<file path="src/rtl/mem_bus_arbiter.sv">
// mem_bus_arbiter: shares one Wishbone master port between the fetch and data-memory requesters
module mem_bus_arbiter #(
  parameter int ADDR_WIDTH   = 32,
  parameter int DATA_WIDTH   = 32,
  parameter int STARVE_LIMIT = 4
) (
  input  logic                    clk,
  input  logic                    reset,
  input  logic                    if_req,
  input  logic [ADDR_WIDTH-1:0]   if_addr,
  output logic                    if_ack,
  output logic [DATA_WIDTH-1:0]   if_rdata,
  input  logic                    mem_req,
  input  logic                    mem_we,
  input  logic [ADDR_WIDTH-1:0]   mem_addr,
  input  logic [DATA_WIDTH-1:0]   mem_wdata,
  input  logic [DATA_WIDTH/8-1:0] mem_sel,
  output logic                    mem_ack,
  output logic [DATA_WIDTH-1:0]   mem_rdata,
  output logic                    im_busy,
  output logic                    mem_busy,
  output logic                    wb_cyc_o,
  output logic                    wb_stb_o,
  output logic                    wb_we_o,
  output logic [ADDR_WIDTH-1:0]   wb_adr_o,
  output logic [DATA_WIDTH-1:0]   wb_dat_o,
  output logic [DATA_WIDTH/8-1:0] wb_sel_o,
  input  logic [DATA_WIDTH-1:0]   wb_dat_i,
  input  logic                    wb_ack_i
);
  localparam int SW = DATA_WIDTH / 8;
  localparam logic [3:0] LIM = 4'(STARVE_LIMIT);
  typedef enum logic [1:0] {IDLE, IF_XFER, MEM_XFER, DONE} state_t;
  state_t state_q, state_d;
  logic cyc_q, cyc_d, we_q, we_d, if_ack_q, if_ack_d, mem_ack_q, mem_ack_d;
  logic [ADDR_WIDTH-1:0] adr_q, adr_d;
  logic [DATA_WIDTH-1:0] dat_q, dat_d, if_rdata_q, if_rdata_d, mem_rdata_q, mem_rdata_d;
  logic [SW-1:0] sel_q, sel_d;
  logic [3:0] starve_q, starve_d;
  logic grant_mem, grant_if;
  // data wins unless fetch has waited through STARVE_LIMIT data grants
  assign grant_mem = mem_req && (!if_req || starve_q != LIM);
  assign grant_if  = if_req && !grant_mem;
  assign wb_cyc_o  = cyc_q;
  assign wb_stb_o  = cyc_q;
  assign wb_we_o   = we_q;
  assign wb_adr_o  = adr_q;
  assign wb_dat_o  = dat_q;
  assign wb_sel_o  = sel_q;
  assign if_ack    = if_ack_q;
  assign mem_ack   = mem_ack_q;
  assign if_rdata  = if_rdata_q;
  assign mem_rdata = mem_rdata_q;
  assign im_busy   = if_req && !if_ack_q;
  assign mem_busy  = mem_req && !mem_ack_q;
  // next-state: arbitrate in IDLE, hold the bus until acked, pulse the ack from DONE
  always_comb begin
    state_d     = state_q;
    cyc_d       = cyc_q;
    we_d        = we_q;
    adr_d       = adr_q;
    dat_d       = dat_q;
    sel_d       = sel_q;
    starve_d    = starve_q;
    if_ack_d    = 1'b0;
    mem_ack_d   = 1'b0;
    if_rdata_d  = if_rdata_q;
    mem_rdata_d = mem_rdata_q;
    case (state_q)
      IDLE: begin
        if (grant_mem) begin
          state_d  = MEM_XFER;
          cyc_d    = 1'b1;
          we_d     = mem_we;
          adr_d    = mem_addr;
          dat_d    = mem_wdata;
          sel_d    = mem_sel;
          starve_d = if_req ? (starve_q == LIM ? LIM : starve_q + 4'd1) : 4'd0;
        end else if (grant_if) begin
          state_d  = IF_XFER;
          cyc_d    = 1'b1;
          we_d     = 1'b0;
          adr_d    = if_addr;
          sel_d    = '1;
          starve_d = 4'd0;
        end
      end
      IF_XFER, MEM_XFER: begin
        if (wb_ack_i) begin
          state_d     = DONE;
          cyc_d       = 1'b0;
          if_ack_d    = state_q == IF_XFER;
          mem_ack_d   = state_q == MEM_XFER;
          if_rdata_d  = state_q == IF_XFER ? wb_dat_i : if_rdata_q;
          mem_rdata_d = state_q == MEM_XFER ? wb_dat_i : mem_rdata_q;
        end
      end
      DONE: state_d = IDLE;
      default: state_d = IDLE;
    endcase
  end
  // state and output registers; reset abandons any bus cycle without acking
  always_ff @(posedge clk or posedge reset) begin
    if (reset) begin
      state_q     <= IDLE;
      cyc_q       <= 1'b0;
      we_q        <= 1'b0;
      adr_q       <= '0;
      dat_q       <= '0;
      sel_q       <= '0;
      starve_q    <= 4'd0;
      if_ack_q    <= 1'b0;
      mem_ack_q   <= 1'b0;
      if_rdata_q  <= '0;
      mem_rdata_q <= '0;
    end else begin
      state_q     <= state_d;
      cyc_q       <= cyc_d;
      we_q        <= we_d;
      adr_q       <= adr_d;
      dat_q       <= dat_d;
      sel_q       <= sel_d;
      starve_q    <= starve_d;
      if_ack_q    <= if_ack_d;
      mem_ack_q   <= mem_ack_d;
      if_rdata_q  <= if_rdata_d;
      mem_rdata_q <= mem_rdata_d;
    end
  end
endmodule
</file>
<file path="config.mk">
export PLATFORM = sky130hd
export DESIGN_NAME = mem_bus_arbiter
export DESIGN_NICKNAME = d
export VERILOG_FILES = /design/src/rtl/mem_bus_arbiter.sv
export SDC_FILE = /design/constraint.sdc
export NUM_CORES = 1
export LEC_CHECK = 0
export CAP_MARGIN = 10
export CORE_MARGIN = 2
export CORE_UTILIZATION = 45
export DETAILED_ROUTE_END_ITERATION = 8
export PLACE_DENSITY_LB_ADDON = 0.3
export SYNTH_ARGS = -nofsm -noshare
export SYNTH_HDL_FRONTEND = slang
export SYNTH_SLANG_ARGS = --single-unit
</file>
<file path="constraint.sdc">
create_clock -name clk -period 7.9 [get_ports clk]
set_input_delay 1.58 -clock clk [delete_from_list [all_inputs] [get_ports clk]]
set_output_delay 1.58 -clock clk [all_outputs]
set_load 0.02 [all_outputs]
</file>
Yosys cells after proc, flatten, opt, wreduce, memory -nomap -nowiden
Index checks and enable logic that the tools add are counted. Widths: inputs -> output; s select.

Input port bits: 138. Output and inout bits: 139. Flip-flop bits (word level): 142.

Muxes and demuxes: 22. Add/subtract/negate cells: 1. Eq/ne operators: 7. Reduce and logical (&&, ||, !) cells: 19.

Operator list (count): $mux 32 (2); $mux 4 (6); $mux 1 (9); $reduce_and 3->1 (3); $mux 2 (3); $pmux 2 s3 (1); $reduce_and 2->1 (3); $add 4x1->4 const B (1); $eq 2x2->1 const B (2); $eq 4x3->1 const B (1); $logic_and 1x1->1 (4); $logic_not 1->1 (4); $ne 4x3->1 const B (1); $reduce_bool 2->1 (2); $ne 3x3->1 const B (1); $eq 2x1->1 const B (1); $logic_not 2->1 (1); $ne 2x2->1 const B (1); $pmux 1 s2 (1); $reduce_or 2->1 (1); $logic_or 1x1->1 (1).

Depth between registers and ports, before layout
Depth in word-level cells: 8. Mapped depth: 8. Depth with buffers taken out: 5.

Worst setup path after synthesis
OpenSTA, ideal clock, no wires.

Path kind: input -> output. Start point: in mem_req. End point: out mem_busy. Slack: 3.691 ns. Path buffers: 3. Data arrival time: 2.629 ns. Stages: 4. Data required time: 6.320 ns. Cells stage by stage: clkbuf_1 > buf_2 > clkbuf_1 > nor2b_1.

Cells in the longest elaborated chain, start to end: 1.

Ends and longest elaborated chain: start, declared (line 13) `input logic mem_req,`; $logic_and 1x1->1 (line 55) `assign mem_busy = mem_req && !mem_ack_q;`; end, declared (line 21) `output logic mem_busy,`.

No other way between the ends.

Worst setup path in the final report
Ends and elaborated chain as after synthesis.

==> results.ini <==
[outcome]
outcome=complete, no violations

[clock_network]
cts-resized-gates=0
root_buffer=clkbuf_16
clock_path_buffers=2
cts_buffers=17
clock_latency_ns=0.41
clk_pin_slew_ns=0.05
ctsHoldBuffers=0
cts_tree=yes
cts.sinks=142
cts_setup_buffers=0
htreeDepth=4

[synthesis]
synthesis.nets=613
netlist_instances=469
synthSimpleGateAreaFrac_pct=10.3
synth_xor_area_share_pct=0.145
synth_compound_area_share_pct=5.67
postSynthAreaPerCell_um2=12.8
synth-seq-cells=142
syn_area_mm2=0.00602
synth_edf_count=0
async_flop_share_pct=100
synth-adder-area-share_pct=1.25
yosysWarnings=0
synth.distinct_cells=29
muxShareOfSynthArea_pct=20.2
synth_top_family_by_area=multiplexers
ys_seq_area_share_pct=59.0
synthFlopType=dfrtp_1

[drt]
routed_wl_um=16900
num_vias=4837
final_antenna_net_count=0
post-route-drc-count=0
drt_iter0_markers=252
wl_per_cell_um=18.3
via_per_inst=5.25
firstDrtPassIters=4

[floorplan]
ios=277
dieHeight_um=120
die_w_um=120
die-area_mm2=0.0143
num_rows=42
start_util_pct=45.9
core_area_mm2=0.0131

[global_route]
grt_pass1_wl_um=27100
antenna_found_initial=0
grt_util_all_layers_pct=24.2
grt_most_used_layer=met2
grt_pass1_vias=5101
met3_usage_pct=8.03
gr-usage-met2_pct=40.6
grt-ovfl-total=0
grtUsageMet1_pct=28.7
grt_max_degree=78

[worst_setup_path]
reg2reg_depth=6
r2r_start=starve_q[0]
cpMostUsedCell=clkdlybuf4s50_1
arrival_ns=3.26
r2r-end=wb_adr_o[15]
cp-end-kind=output port
required_ns=6.32
cp-start-kind=primary input
critPathMaxStageDelay_ns=0.62
rrSetupSlack_ns=5.47
cp_max_fo=44
slowest_stage=clkdlybuf4s50_1
crit_type=in -> out
crit_chain=clkdlybuf4s50_1 -> buf_4 -> nor2b_1 -> clkdlybuf4s50_1

[placed_design]
dpl.hpwl_um=11600
dp_slack_ns=3.08
portBuffers=276
routabilityCongestion=0.798

[layout]
final_util_pct=72.2
layout.nets=879
drive_gt1_share_pct=9.38
area_growth_pct=57.4
n_antenna_cell=0

[timing]
setup_slack_ns=3.06
finClkSkew_ns=0.00638
finalCriticalPeriod_ns=4.84
tightest_slew_ns=0.945
rsz0062_at_grt=false
tns_ns=0
setup_viol=0
finalCritPeriodShare_pct=61.3
final_hold_viol_count=0
max_freq_mhz=206
drv_slew=0
maxSlewHeadroom_pct=37.0

[min_path]
whs_path_depth=1
hp-class=reg -> reg
hold_end=mem_rdata[29]
min_from=mem_rdata[29]

[pwr]
leakagePower_uw=0.00397
irDropWorstVdd_uv=250
power.density_mw_per_mm2=429

[job]
max_cap_viol_count=0

critical path: cells and delay by family:
kind,cells,cell delay (ns)
simple gates,1,0.18
buf+inv,3,1.48
how the worst max path moves through the flow:
stage,cells after the start,to,startpoint
after CTS,4,mem_busy,mem_req
after detailed placement,4,mem_busy,mem_req
after floorplan,1,if_ack,reset
final,4,mem_busy,mem_req
after global placement,4,mem_busy,mem_req
after global routing,4,mem_busy,mem_req
per-layer routing:
metal	vias up	part of all wire, %	routed length [um]
met4	0	3.1	518
met1	2374	38	6430
met2	245	51	8590
li1	2180	-	-
met5	-	0	0
met3	38	8.0	1340
Yosys cell counts (all sizes together) (2+ instances only):
cell type	number	area share (%)
a31oi	2	0.21
and3	2	0.29
dfrtp	142	59
mux2	97	20
nand3	4	0.33
buf	21	2.2
nand2	73	4.5
inv	7	0.44
clkbuf	15	0.93
a21oi	7	0.58
ha	6	1.2
o21ai	6	0.50
nor2	10	0.62
o211ai	33	4.1
nor2b	5	0.52
nand4	32	3.3
stage by stage:
stage	power, uW	instance area [um^2]	std cells	hold WS (ns)
6_report	4060	9480	922	0.488
5_1_grt	4270	9480	922	0.501
3_3_place_gp	3220	8880	891	0.470
2_1_floorplan	2330	6020	469	0.488
3_5_place_dp	3290	8880	891	0.481
4_1_cts	4100	9470	921	0.493
layout make-up:
cell class                 instances  area (um^2)
inverter                           7         31.3
multi-input combinational        284         2270
timing repair buffer             283         2820
clock inverter                     5         80.1
tap                              176          220
fill                             880         3660
sequential                       142         3550
clock buffer                      25          505
kinds of logic (layout without fill, tap and decap cells):
| kind of cell | count (synthesis) | in the layout |
|---|---|---|
| flops | 142 | 142 |
| simple gates | 129 | 129 |
| mux | 98 | 98 |
| compound gates | 50 | 50 |
| buf+inv | 43 | 320 |
| fa+ha+maj | 6 | 6 |
| xor+xnor | 1 | 1 |
cells in the final DEF (no fill, tap or decap), drive strengths merged, types with 2 or more instances in the layout:
cell type	n
clkdlybuf4s50	276
dfrtp	142
mux2	97
nand2	73
o211ai	33
nand4	32
clkbuf	25
nor2	10
a21oi	7
buf	7
inv	7
ha	6
o21ai	6
nor2b	5
nand3	4
a31oi	2
clkinvlp	2
bufinv	2
and3	2
registers in the layout, indices dropped and copies added, names as in the netlist, 2 cells and up:
| name | cells |
|---|---|
| wb_sel_o | 4 |
| wb_adr_o | 32 |
| starve_q | 4 |
| mem_rdata | 32 |
| state_q | 2 |
| if_rdata | 32 |
| wb_dat_o | 32 |
report_power, final:
group,switching [uW],total (uW),internal (uW)
Clock,287,790,503
Sequential,201,1290,1090
Combinational,982,1990,1000
Total,1470,4060,2590
Note: power is estimated with default switching activity, not from simulation.
